File: config.mk
export PLATFORM = sky130hd
export DESIGN_NAME = flex_down_counter_flat
export DESIGN_NICKNAME = d
export VERILOG_FILES = /design/src/rtl/flex_down_counter_if.sv /design/src/rtl/flex_down_counter.sv /design/src/flat_wrapper.sv
export SDC_FILE = /design/constraint.sdc
export NUM_CORES = 1
export LEC_CHECK = 0
export BUFFER_PORTS_ARGS = -buffer_cell sky130_fd_sc_hd__buf_2
export CORE_AREA = 5 5 42 44
export DETAILED_ROUTE_END_ITERATION = 8
export DIE_AREA = 0 0 47 49
export HOLD_SLACK_MARGIN = 0.12
export PLACE_DENSITY = 0.61
export RECOVER_POWER = 100
export SYNTH_ARGS = -nofsm -noshare
export SYNTH_HDL_FRONTEND = slang
export SYNTH_SLANG_ARGS = --single-unit
export TNS_END_PERCENT = 30
File: constraint.sdc
create_clock -name clk -period 1.7 [get_ports clk]
set_input_delay 0.085 -clock clk [delete_from_list [all_inputs] [get_ports clk]]
set_output_delay 0.085 -clock clk [all_outputs]
set_load 0.05 [all_outputs]
File: src/rtl/flex_down_counter_if.sv
// flex_down_counter_if: control/status bundle for the loadable down-counter.
// The master side (a control FSM) loads and gates the interval; the slave
// side (the counter) reports remaining count, busy/done levels and expiry.
interface flex_down_counter_if #(
  parameter int NUM_CNT_BITS = 4
);
  logic                    clear;
  logic                    load;
  logic [NUM_CNT_BITS-1:0] load_val;
  logic                    count_enable;
  logic [NUM_CNT_BITS-1:0] count_out;
  logic                    busy;
  logic                    done;
  logic                    expire_flag;

  modport master (
    output clear, load, load_val, count_enable,
    input  count_out, busy, done, expire_flag
  );

  modport slave (
    input  clear, load, load_val, count_enable,
    output count_out, busy, done, expire_flag
  );
endinterface

File: src/rtl/flex_down_counter.sv
// flex_down_counter: loadable down-counter that times an interval of
// load_val enabled cycles and pulses expire_flag on the last one.
// Optional macro FLEX_DOWN_COUNTER_AUTO_RELOAD_EN selects periodic mode
// (reload and keep running on expiry); without it the counter is one-shot
// and parks in DONE until the next load, clear or rst.
module flex_down_counter #(
  parameter int NUM_CNT_BITS = 4
) (
  input  logic                clk,
  input  logic                rst,
  flex_down_counter_if.slave  bus
);

  typedef enum logic [1:0] {
    IDLE = 2'd0,
    RUN  = 2'd1,
    DONE = 2'd2
  } state_t;

  localparam logic [NUM_CNT_BITS-1:0] CNT_ONE = NUM_CNT_BITS'(1);

  state_t                  state_reg;
  logic [NUM_CNT_BITS-1:0] count_reg;
  logic                    busy_reg;
  logic                    done_reg;
  logic                    expire_reg;
`ifdef FLEX_DOWN_COUNTER_AUTO_RELOAD_EN
  // Interval length remembered from the last load, used to restart each period.
  logic [NUM_CNT_BITS-1:0] reload_reg;
`endif

  // Single FSM: rst/clear, then load, then enabled decrement; all outputs registered.
  always_ff @(posedge clk) begin
    if (rst || bus.clear) begin
      state_reg  <= IDLE;
      count_reg  <= '0;
      busy_reg   <= 1'b0;
      done_reg   <= 1'b0;
      expire_reg <= 1'b0;
`ifdef FLEX_DOWN_COUNTER_AUTO_RELOAD_EN
      reload_reg <= '0;
`endif
    end else if (bus.load) begin
      // A load always suppresses expiry, even when it lands on the expiry edge.
      expire_reg <= 1'b0;
      done_reg   <= 1'b0;
      if (bus.load_val != '0) begin
        state_reg <= RUN;
        count_reg <= bus.load_val;
        busy_reg  <= 1'b1;
`ifdef FLEX_DOWN_COUNTER_AUTO_RELOAD_EN
        reload_reg <= bus.load_val;
`endif
      end else begin
        // A zero-length interval is treated as "nothing to time".
        state_reg <= IDLE;
        count_reg <= '0;
        busy_reg  <= 1'b0;
`ifdef FLEX_DOWN_COUNTER_AUTO_RELOAD_EN
        reload_reg <= '0;
`endif
      end
    end else begin
      expire_reg <= 1'b0;
      // count_enable only matters while running, so IDLE/DONE never underflow.
      if (state_reg == RUN && bus.count_enable) begin
        if (count_reg <= CNT_ONE) begin
          expire_reg <= 1'b1;
`ifdef FLEX_DOWN_COUNTER_AUTO_RELOAD_EN
          count_reg  <= reload_reg;
`else
          state_reg  <= DONE;
          count_reg  <= '0;
          busy_reg   <= 1'b0;
          done_reg   <= 1'b1;
`endif
        end else begin
          count_reg <= count_reg - CNT_ONE;
        end
      end
    end
  end

  assign bus.count_out   = count_reg;
  assign bus.busy        = busy_reg;
  assign bus.done        = done_reg;
  assign bus.expire_flag = expire_reg;

endmodule

File: src/flat_wrapper.sv
// flat-port wrapper written by rule: the top's interface ports become plain ports
module flex_down_counter_flat 
#(
  parameter int NUM_CNT_BITS = 4
)
  (clk, rst, bus_clear, bus_load, bus_load_val, bus_count_enable, bus_count_out, bus_busy, bus_done, bus_expire_flag);
  flex_down_counter_if #(.NUM_CNT_BITS(NUM_CNT_BITS)) bus_i ();
  input  logic clk;
  input  logic rst;
  input wire logic [$bits(bus_i.clear)-1:0] bus_clear;
  input wire logic [$bits(bus_i.load)-1:0] bus_load;
  input wire logic [$bits(bus_i.load_val)-1:0] bus_load_val;
  input wire logic [$bits(bus_i.count_enable)-1:0] bus_count_enable;
  output wire logic [$bits(bus_i.count_out)-1:0] bus_count_out;
  output wire logic [$bits(bus_i.busy)-1:0] bus_busy;
  output wire logic [$bits(bus_i.done)-1:0] bus_done;
  output wire logic [$bits(bus_i.expire_flag)-1:0] bus_expire_flag;
  assign bus_i.clear = bus_clear;
  assign bus_i.load = bus_load;
  assign bus_i.load_val = bus_load_val;
  assign bus_i.count_enable = bus_count_enable;
  assign bus_count_out = bus_i.count_out;
  assign bus_busy = bus_i.busy;
  assign bus_done = bus_i.done;
  assign bus_expire_flag = bus_i.expire_flag;
  flex_down_counter #(.NUM_CNT_BITS(NUM_CNT_BITS)) u_core (.clk(clk), .rst(rst), .bus(bus_i));
endmodule
==> run metrics <==
register clock-pin slew on the reported worst setup and hold paths 50 ps; post-synthesis cell type count 25; power density normalized to cell area around 730 mW/mm²; detailed-routing iteration count for the pre-antenna-repair pass 2; maximum level of the CTS H-tree 1; wire length of the first global-routing pass about 1.7 mm; wire length reported by the detailed router between 1 and 1.5 mm; share of final-layout standard cells stronger than drive strength 1 around 23%; drt drc 0; final critical delay including setup and external delays approximately 1600 ps; FMAX roughly 640 MHz; crit-path max FO 4; Storage cell area 161 µm²; largest net degree at the start of global routing 15; number of flip-flops in the largest register 4; overflow left after global routing 0; static leakage approximately 0.22 nW; number of filler instances in the final layout around 150; category of the worst setup path capture point flop; summed negative setup slack over all endpoints 0 ps; number of global-route vias before repair roughly 410; critical path class reg -> reg; number of sinks driven by the clock tree 8; routed len/inst 12.4 µm; R2R depth 5; Detail Route Antenna Nets 0; antenna cell count 0; part of the cycle the worst path needs ~92%; Cell Count, Final, Fillers Out 81; result of the run finished clean; required time at the endpoint of the critical path 1880 ps; reported max-cap violation count 0; starting density of the core around a third; Total Routing Usage GR between 10% and 20%; final-report setup violation count 0; total CTS buffers 3; Core ar. between 0.001 and 0.0015 mm²; number of primary I/O pins 16; die height approximately 49 µm; Synth Area per Inst approximately 9.5 µm²; num rows 14; cell area after synthesis between 400 and 500 µm²; clock latency on the worst-skew pair roughly 240 ps; GPL Wtd Cong between 0.7 and 0.8; number of hold violations in the final report 0; worst hold path class in -> reg; CTS Hold Bufs 2; Detailed Route Iter0 Violations 6; headroom to the max-slew limit between 60% and 70%; Cells after Synth between 40 and 50; instance count after placement with tap cells included between 70 and 80; die area roughly 0.0023 mm²; half-perimeter wire length after detailed placement 752 µm; TritonCTS clock tree done; Vias roughly 420; setup repair after global routing missed its margin false; worst hold slack approximately 130 ps; transition time at the pin with the least slew margin approximately 590 ps; Setup Buffers After CTS 0; Synth warnings 0; Max IR drop VDD about 330 µV; share of the yosys chip area belonging to registers between 30% and 40%; final worst slack between 100 and 150 ps; post-detailed-route via-to-cell ratio a little over 5; startpoint kind of the worst setup timing path flop; number of nets at the end of the flow 78; number of storage elements in the synthesis netlist 8; area growth from synthesis to final layout 27.1%; Resized cells post-CTS 0; Final Skew around 1.3 ps; Multi-input gate area roughly 270 µm²; arrival time of the worst setup path roughly 1700 ps; Worst Hold Depth 3; Post-Syn Nets 58; initial antenna violation count 0; number of pins exceeding their max-slew limit in the final report 0; root buffer cell sky130_fd_sc_hd__clkbuf_4; Die Span X approximately 47 µm; CTS max path bufs 2; post-route core utilization between 40 and 50%; post-place setup slack between 150 and 200 ps; IO buf count 15
==> path summary, 6_finish.rpt <==
kind / start / endpoint / slack [ps]
min reg2reg: u_core.bus.done / u_core.bus.done / 470
max: u_core.bus.count_out[1] / u_core.bus.count_out[1] / 140
min: bus_load_val[2] / u_core.bus.count_out[2] / 130
max reg2reg: u_core.bus.count_out[1] / u_core.bus.count_out[1] / 140
==> cell families after synthesis <==
| family | Yosys count | synth area share, % |
|---|---|---|
| buffers and inverters | 5 | 4.47 |
| flip-flops | 8 | 35.8 |
| AND/OR/NAND/NOR | 15 | 22.1 |
| adder cells (fa/ha/maj) | 2 | 5.59 |
| XOR/XNOR | 2 | 3.91 |
| AO/OA/AOI/OAI | 15 | 28.2 |
==> placed cells by master (no fill, tap or decap), drive strengths merged, types with 2 or more instances in the layout <==
cell type	Yosys	routed
nand3b	3	3
o21a	2	2
a21oi	2	2
nand2	2	2
dfxtp	8	8
ha	2	2
buf	1	8
nor2	3	3
clkbuf	1	10
a2111o	3	3
xnor2	2	2
o41ai	2	2
inv	3	3
or2	2	2
a31oi	2	2
dlygate4sd3	0	2
nor2b	2	2
==> per-stage QoR <==
step                cell area, µm²  total power, W
floorplan                      450        0.000256
global placement               537        0.000279
detailed placement             537        0.000278
CTS                            579        0.000423
global route                   569        0.000438
finish                         569        0.000416
==> where the power goes <==
part / internal (W) / switching (W) / total (W)
logic: 0.0000296 / 0.0000476 / 0.0000772
clock network: 0.0000804 / 0.0000587 / 0.000139
registers: 0.000193 / 0.00000682 / 0.000200
==> Yosys cell counts <==
master / instances / area [µm²]
sky130_fd_sc_hd__a2111o_1: 3 / 33.8
sky130_fd_sc_hd__a211o_1: 1 / 8.76
sky130_fd_sc_hd__a21oi_1: 2 / 10.0
sky130_fd_sc_hd__a221oi_2: 1 / 15.0
sky130_fd_sc_hd__a22oi_1: 1 / 7.51
sky130_fd_sc_hd__a31oi_1: 2 / 12.5
sky130_fd_sc_hd__and2_1: 1 / 6.26
sky130_fd_sc_hd__buf_2: 1 / 5.00
sky130_fd_sc_hd__clkbuf_1: 1 / 3.75
sky130_fd_sc_hd__dfxtp_1: 8 / 160
sky130_fd_sc_hd__ha_1: 2 / 25.0
sky130_fd_sc_hd__inv_1: 3 / 11.3
sky130_fd_sc_hd__nand2_1: 2 / 7.51
sky130_fd_sc_hd__nand3b_1: 2 / 15.0
sky130_fd_sc_hd__nand3b_4: 1 / 20.0
sky130_fd_sc_hd__nor2_1: 3 / 11.3
sky130_fd_sc_hd__nor2b_1: 2 / 12.5
sky130_fd_sc_hd__nor3_1: 1 / 5.00
sky130_fd_sc_hd__nor4_1: 1 / 6.26
sky130_fd_sc_hd__o21a_1: 2 / 15.0
sky130_fd_sc_hd__o22ai_1: 1 / 6.26
sky130_fd_sc_hd__o41ai_1: 2 / 17.5
sky130_fd_sc_hd__or2_1: 1 / 6.26
sky130_fd_sc_hd__or2_4: 1 / 8.76
sky130_fd_sc_hd__xnor2_1: 2 / 17.5
==> routing by layer <==
layer | global-route usage (%) | part of all wire [%] | routed length, µm
met1 | 15.0 | 49 | 489
met2 | 13.1 | 44 | 445
met3 | 4.43 | 6.8 | 68
met4 | 2.76 | 0 | 0
met5 | 0 | 0 | 0
==> worst max-delay path, stage by stage, from the launching register on <==
cell and delay [ps]:
sky130_fd_sc_hd__dfxtp_1 380, sky130_fd_sc_hd__inv_1 80, sky130_fd_sc_hd__ha_1 220, sky130_fd_sc_hd__or2_4 270, sky130_fd_sc_hd__a2111o_1 410, sky130_fd_sc_hd__a31oi_1 120
==> final cells by class <==
type                       instances  area share, %
clock buffer                       3           3.96
inverter                           3           1.98
multi-input combinational         34           47.0
sequential                         8           28.4
tap                               16           3.52
timing repair buffer              17           15.2
(Power assumes the default switching activity.)
